## src/rtl/timer_sched.sv

```systemverilog
// Timer scheduler: decodes CPU accesses onto a shared device bus for two timers,
// latches timer IRQs into pending bits and re-arms expired timers automatically.
module timer_sched #(
    parameter logic [31:0] T0_BASE    = 32'h0000_7F00,
    parameter logic [31:0] T1_BASE    = 32'h0000_7F10,
    parameter logic [31:0] SCH_BASE   = 32'h0000_7F20,
    parameter logic [31:0] REARM_CTRL = 32'h0000_0009
) (
    input  logic        clk,
    input  logic        reset,
    input  logic [31:0] cpu_addr,
    input  logic        cpu_we,
    input  logic [31:0] cpu_wdata,
    output logic [31:0] cpu_rdata,
    output logic        cpu_stall,
    output logic [3:0]  dev_addr,
    output logic [31:0] dev_wdata,
    output logic        t0_we,
    output logic        t1_we,
    input  logic [31:0] t0_rdata,
    input  logic [31:0] t1_rdata,
    input  logic        t0_irq,
    input  logic        t1_irq,
    output logic [5:0]  hwint
);

    typedef enum logic [2:0] {IDLE, P0, C0, P1, C1} state_t;

    state_t      state, state_n;
    logic [31:0] reload0, reload1;
    logic [3:0]  cfg;
    logic [1:0]  pend, req, irq_q;
    logic [1:0]  rise, req_clr, pend_clr;
    logic        t0_hit, t1_hit, sch_hit, sch_we;
    logic [31:0] sch_rdata;

    assign t0_hit  = (cpu_addr[31:4] == T0_BASE[31:4]);
    assign t1_hit  = (cpu_addr[31:4] == T1_BASE[31:4]);
    assign sch_hit = (cpu_addr[31:4] == SCH_BASE[31:4]);
    assign sch_we  = cpu_we & sch_hit;

    assign rise     = {t1_irq, t0_irq} & ~irq_q;
    assign req_clr  = {state == C1, state == C0};
    assign pend_clr = (sch_we && cpu_addr[3:2] == 2'd3) ? cpu_wdata[1:0] : 2'b00;

    // A new edge in the same cycle as a clear (W1C or CTRL write) wins.
    always_ff @(posedge clk or negedge reset) begin
        if (!reset) begin
            state   <= IDLE;
            irq_q   <= '0;
            pend    <= '0;
            req     <= '0;
            cfg     <= '0;
            reload0 <= '0;
            reload1 <= '0;
        end else begin
            state <= state_n;
            irq_q <= {t1_irq, t0_irq};
            pend  <= (pend & ~pend_clr) | rise;
            req   <= (req & ~req_clr) | (rise & cfg[1:0]);
            if (sch_we) begin
                case (cpu_addr[3:2])
                    2'd0:    reload0 <= cpu_wdata;
                    2'd1:    reload1 <= cpu_wdata;
                    2'd2:    cfg     <= cpu_wdata[3:0];
                    default: ;
                endcase
            end
        end
    end

    always_comb begin
        state_n   = state;
        dev_addr  = cpu_addr[3:0];
        dev_wdata = cpu_wdata;
        t0_we     = cpu_we & t0_hit;
        t1_we     = cpu_we & t1_hit;
        cpu_stall = 1'b0;
        if (state != IDLE) begin
            t0_we     = 1'b0;
            t1_we     = 1'b0;
            cpu_stall = t0_hit | t1_hit;
        end
        case (state)
            IDLE: begin
                if (req[0])      state_n = P0;
                else if (req[1]) state_n = P1;
            end
            P0: begin
                dev_addr  = 4'h4;
                dev_wdata = reload0;
                t0_we     = 1'b1;
                state_n   = C0;
            end
            C0: begin
                dev_addr  = 4'h0;
                dev_wdata = REARM_CTRL;
                t0_we     = 1'b1;
                state_n   = req[1] ? P1 : IDLE;
            end
            P1: begin
                dev_addr  = 4'h4;
                dev_wdata = reload1;
                t1_we     = 1'b1;
                state_n   = C1;
            end
            C1: begin
                dev_addr  = 4'h0;
                dev_wdata = REARM_CTRL;
                t1_we     = 1'b1;
                state_n   = IDLE;
            end
            default: state_n = IDLE;
        endcase
        // Reset gates the bus outputs combinationally so strobes drop at once.
        if (!reset) begin
            dev_addr  = '0;
            dev_wdata = '0;
            t0_we     = 1'b0;
            t1_we     = 1'b0;
            cpu_stall = 1'b0;
        end
    end

    always_comb begin
        case (cpu_addr[3:2])
            2'd0:    sch_rdata = reload0;
            2'd1:    sch_rdata = reload1;
            2'd2:    sch_rdata = {28'd0, cfg};
            default: sch_rdata = {30'd0, pend};
        endcase
        if (cpu_stall)    cpu_rdata = '0;
        else if (t0_hit)  cpu_rdata = t0_rdata;
        else if (t1_hit)  cpu_rdata = t1_rdata;
        else if (sch_hit) cpu_rdata = sch_rdata;
        else              cpu_rdata = '0;
    end

    assign hwint = {4'b0000, pend[1] & cfg[3], pend[0] & cfg[2]};

endmodule

```

## config.mk

```make
export PLATFORM = sky130hd
export DESIGN_NAME = timer_sched
export DESIGN_NICKNAME = d
export VERILOG_FILES = /design/src/rtl/timer_sched.sv
export SDC_FILE = /design/constraint.sdc
export NUM_CORES = 1
export LEC_CHECK = 0
export BUFFER_PORTS_ARGS = -buffer_cell sky130_fd_sc_hd__buf_2
export CORE_MARGIN = 2
export CORE_UTILIZATION = 45
export CTS_CLUSTER_DIAMETER = 80
export DETAILED_ROUTE_END_ITERATION = 10
export GPL_TIMING_DRIVEN = 0
export PLACE_DENSITY = 0.77
export SLEW_MARGIN = 20
export SYNTH_ARGS = -nofsm -noshare
export SYNTH_HDL_FRONTEND = slang
export SYNTH_SLANG_ARGS = --single-unit
```

## constraint.sdc

```tcl
create_clock -name clk -period 1.9 [get_ports clk]
set_input_delay 0.19 -clock clk [delete_from_list [all_inputs] [get_ports clk]]
set_output_delay 0.19 -clock clk [all_outputs]
set_load 0.005 [all_outputs]
```

==> results list <==
- Total GRT Usage: 28.9%
- Including well taps, the total number of placed cells is 926.
- The detail route stage leaves a number of antenna-violating nets equal to 0.
- Startpoint of the most critical setup path: state[0]
- Entering global routing, the biggest net connects 45 pins.
* Nature of the critical path endpoint: output pin
- In this run the horizontal extent of the chip is 115 um.
- The worst setup path is launched from a flop.
- First-pass GRT wire length: 29700 um
- Ranking of synthesized cells by area: sky130_fd_sc_hd__dfrtp_1, sky130_fd_sc_hd__mux2_2, sky130_fd_sc_hd__mux2i_1, sky130_fd_sc_hd__a221oi_1, sky130_fd_sc_hd__a211oi_1
- Cell internal power was estimated by the tool at 2.96 mW.
* Final routed wirelength across all metal layers: 21100 um
- Share of the synthesized area in the top cell type: 34.7%
- For this run, the register share of the synthesized area comes to 34.7%.
- Maximum clock insertion buffer count: 2
- TNS Setup: -18.03 ns
- Dividing the detail-routed wire length by the instance count gives 21.5 um.
- Worst setup slack after layout: -0.362 ns
- Overall power consumption after layout is estimated at 4.00 mW.
- Once placement finished, the instance area stood at 0.00681 mm^2.
* Clock group share of total power: 41.7%
- Max-slew violation count: 0
- The final hold violation count was 2.
* Post-route fraction of the period consumed by the critical path: 119%
- The total area inside the core boundary comes to 0.0120 mm^2.
- The routed layout has 5999 vias.
- Power share of the sequential group: 41.1%
* Post-synthesis sequential element count: 77
- At the placement stage, the worst setup path has a slack of -0.868 ns.
* Crit path buffers/inverters: 3
- After detailed routing, the number of remaining DRC violations is 0.
- For this run, the post-layout net count is 966.
- Summed over all layers, the global routing overflow is 0.
* Violations in the final reports: negative hold slack, negative setup slack
- CTS built an H-tree with a depth of 3.
* Antenna violations before repair: 0
- Shortest clock period the worst path allows after layout: 2.26 ns
- TritonCTS built the clock tree.
- Synthesized instance count: 571
- Area growth, synth to finish: 58.4%
- Static leakage power: 4.25 nW
* Critical Path AT: 2.07 ns
- At the pin with the least slew margin, the transition time is 0.872 ns.
- Vias per Instance: 6.10
- With fillers left out, the area of the finished cells amounts to 0.00881 mm^2.
* Slowest CP cell: sky130_fd_sc_hd__dfrtp_2
* Critical path's largest stage delay: 0.42 ns
- The worst pin sits at a relative slew slack of 41.8%.
- Setup violations remaining at the end of the flow were counted as 71.
* Yosys cell types: 43
- Among cell families on the critical path, the largest total delay comes from simple AND/OR/NAND/NOR gates.
- During placement, the flow inserted port buffers numbering 204.
* Primary FF master, synth: sky130_fd_sc_hd__dfrtp_1
* Series of cell instances along the critical path: or3_4 > nand3b_1 > nor3b_4 > buf_6 > clkbuf_16 > and2_1 > buf_2
* DP HPWL: 12500 um
- Power density over the cells: 454 mW/mm^2
- CP required: 1.71 ns
* Max Cap Violations: 0
- The floorplan step set the die height to 115 um.
- Switching portion of total power: 26.0%
* Post-synthesis instance area: 0.00556 mm^2
- Timing would allow up to 442 MHz.
- The initial utilization of the core area, before any placement, comes to 46.3%.
- Setup repair after global routing could not meet its margin everywhere.
- The detailed router finished its first iteration with 382 violations.
- Counting the fill cells in the layout gives 829.
- Clock tree synthesis found a total of 77 sinks.
* Number of optimization iterations in the first detailed-route pass: 5
- Number of diodes added for antenna fixing: 0
- Row cnt: 40
* Top-level port count: 210
- Measured on the finished design, the core utilization comes to 73.3%.
* Library cell occupying the most area in the post-synthesis netlist: sky130_fd_sc_hd__dfrtp_1
- VDD sags by at most 0.431 mV.
* Vias in the first global route: 5778
- Excluding fillers, the count of instances in the completed layout stands at 984.
- Run status: complete, but fails checks
* Fraction of final layout cells with drive strength greater than 1: 60.0%
- Post-synthesis area per instance: 9.74 um^2
- Clock transition at the register clock pins on the worst setup and hold paths after CTS: 0.06 ns
- In this run the critical register-to-register path is launched from state[2].
* EDFF count, synth: 0
* Net switching component of the power: 1.04 mW
- The floorplan step defined a die boundary enclosing 0.0133 mm^2.
- Combinational logic is responsible for 17.2% of the overall power.
- Type of the worst setup path: reg2out
- Clk Latency, worst-skew pair: 0.35 ns
- Final weighted congestion in routability-driven placement: 0.797
- In this run the worst hold path is classified as in2async.
* Clock tree root buffer cell: sky130_fd_sc_hd__clkbuf_16
- Along the worst path, the maximum fanout reaches 10.
- Synthesis Warnings: 0
* Share of flip-flops with an asynchronous set or reset after synthesis: 100%
* Final worst hold slack: -0.00645 ns
- Number of CTS-inserted buffers: 9
- Clock Skew: 0.00420 ns
==> flip-flops by register name (all words and copies together) (netlist names) <==
| signal | count |
|---|---|
| cfg | 4 |
| reload1 | 32 |
| req | 2 |
| irq_q | 2 |
| state | 3 |
| reload0 | 32 |
| pend | 2 |
==> tightest hold or removal path, delay by kind of cell <==
family,cells,cell delay (ns)
buf+inv,3,0.52
==> final timing paths <==
check	to	slack [ns]	cells after the start
worst max-delay path	cpu_rdata[0]	-0.36	7
worst min-delay path	reload0[0]	-0.006	3
worst max register to register	req[0]	0.31	7
worst min register to register	pend[0]	0.48	1
max in group asynchronous	reload0[6]	1.15	4
min in group clk	cfg[3]	0.14	2
==> cell usage after synthesis (3+ instances only) <==
| cell type | count |
|---|---|
| sky130_fd_sc_hd__a21boi_0 | 3 |
| sky130_fd_sc_hd__mux2_4 | 4 |
| sky130_fd_sc_hd__nor2b_1 | 5 |
| sky130_fd_sc_hd__a221oi_1 | 30 |
| sky130_fd_sc_hd__nand2_1 | 16 |
| sky130_fd_sc_hd__clkbuf_1 | 37 |
| sky130_fd_sc_hd__mux2_2 | 60 |
| sky130_fd_sc_hd__and2_1 | 35 |
| sky130_fd_sc_hd__nand2b_1 | 31 |
| sky130_fd_sc_hd__dfrtp_1 | 77 |
| sky130_fd_sc_hd__nor2_1 | 35 |
| sky130_fd_sc_hd__o21ai_0 | 12 |
| sky130_fd_sc_hd__mux2_1 | 4 |
| sky130_fd_sc_hd__buf_4 | 10 |
| sky130_fd_sc_hd__a21oi_1 | 6 |
| sky130_fd_sc_hd__a211oi_1 | 31 |
| sky130_fd_sc_hd__o22ai_1 | 29 |
| sky130_fd_sc_hd__inv_1 | 7 |
| sky130_fd_sc_hd__nand3b_1 | 5 |
| sky130_fd_sc_hd__or4_1 | 3 |
| sky130_fd_sc_hd__buf_1 | 10 |
| sky130_fd_sc_hd__nor3_1 | 32 |
| sky130_fd_sc_hd__nor4_2 | 3 |
| sky130_fd_sc_hd__mux2i_1 | 63 |
==> kinds of logic (layout without fill, tap and decap cells) <==
logic type / Yosys count / count (layout) / synth area share, %
AO/OA/AOI/OAI: 116 / 116 / 15.0
XOR/XNOR: 1 / 1 / 0.158
buffers and inverters: 66 / 329 / 5.18
flip-flops: 77 / 77 / 34.7
multiplexers: 133 / 133 / 26.2
other: 1 / 4 / 0.0675
AND/OR/NAND/NOR: 177 / 177 / 18.7
==> power by group through the flow <==
stage	combinational (mW)	sequential [mW]	clock, mW
6_report	0.688	1.64	1.66
5_1_grt	0.742	1.64	1.73
4_1_cts	0.618	1.64	1.65
3_5_place_dp	0.553	1.67	0
3_3_place_gp	0.535	1.67	0
2_1_floorplan	0.248	1.67	0
==> per-layer routing <==
| layer | vias to the layer above | track usage, % | share of wire, % |
|---|---|---|---|
| li1 | 2651 | - | - |
| met1 | 2962 | 37.0 | 41 |
| met2 | 313 | 49.7 | 49 |
| met3 | 73 | 5.27 | 6.5 |
| met4 | 0 | 8.76 | 3.3 |
| met5 | - | 0 | 0 |
==> cell usage in the layout (no fill, tap or decap), drive strengths merged, types with 31 or more instances in the layout <==
cell type	instances
buf	277
nand2b	31
nor2	35
dfrtp	77
clkbuf	41
mux2	68
a211oi	31
mux2i	63
and2	35
nor3	32
==> layout make-up <==
type | instances | area, um^2 | share of cell area, %
plain buffers | 56 | 581 | 6.59
clock buffers | 14 | 274 | 3.11
clock inverters | 1 | 5.00 | 0.0568
inverters | 7 | 31.3 | 0.355
multi-input cells | 431 | 4210 | 47.8
flip-flops and latches | 77 | 1930 | 21.9
well taps | 147 | 184 | 2.09
repair buffers | 251 | 1590 | 18.1
==> repair_timing <==
action / in CTS / in global routing
pin swaps: 25 / 60
cloned: 6 / 0
setup endpoints to repair: 100 / 130
gates resized for setup: 169 / 121
hold buffers: 6 / 0
buffers inserted: 13 / 21
hold endpoints to repair: 35 / 0
Power figures use the tool's default switching activity.
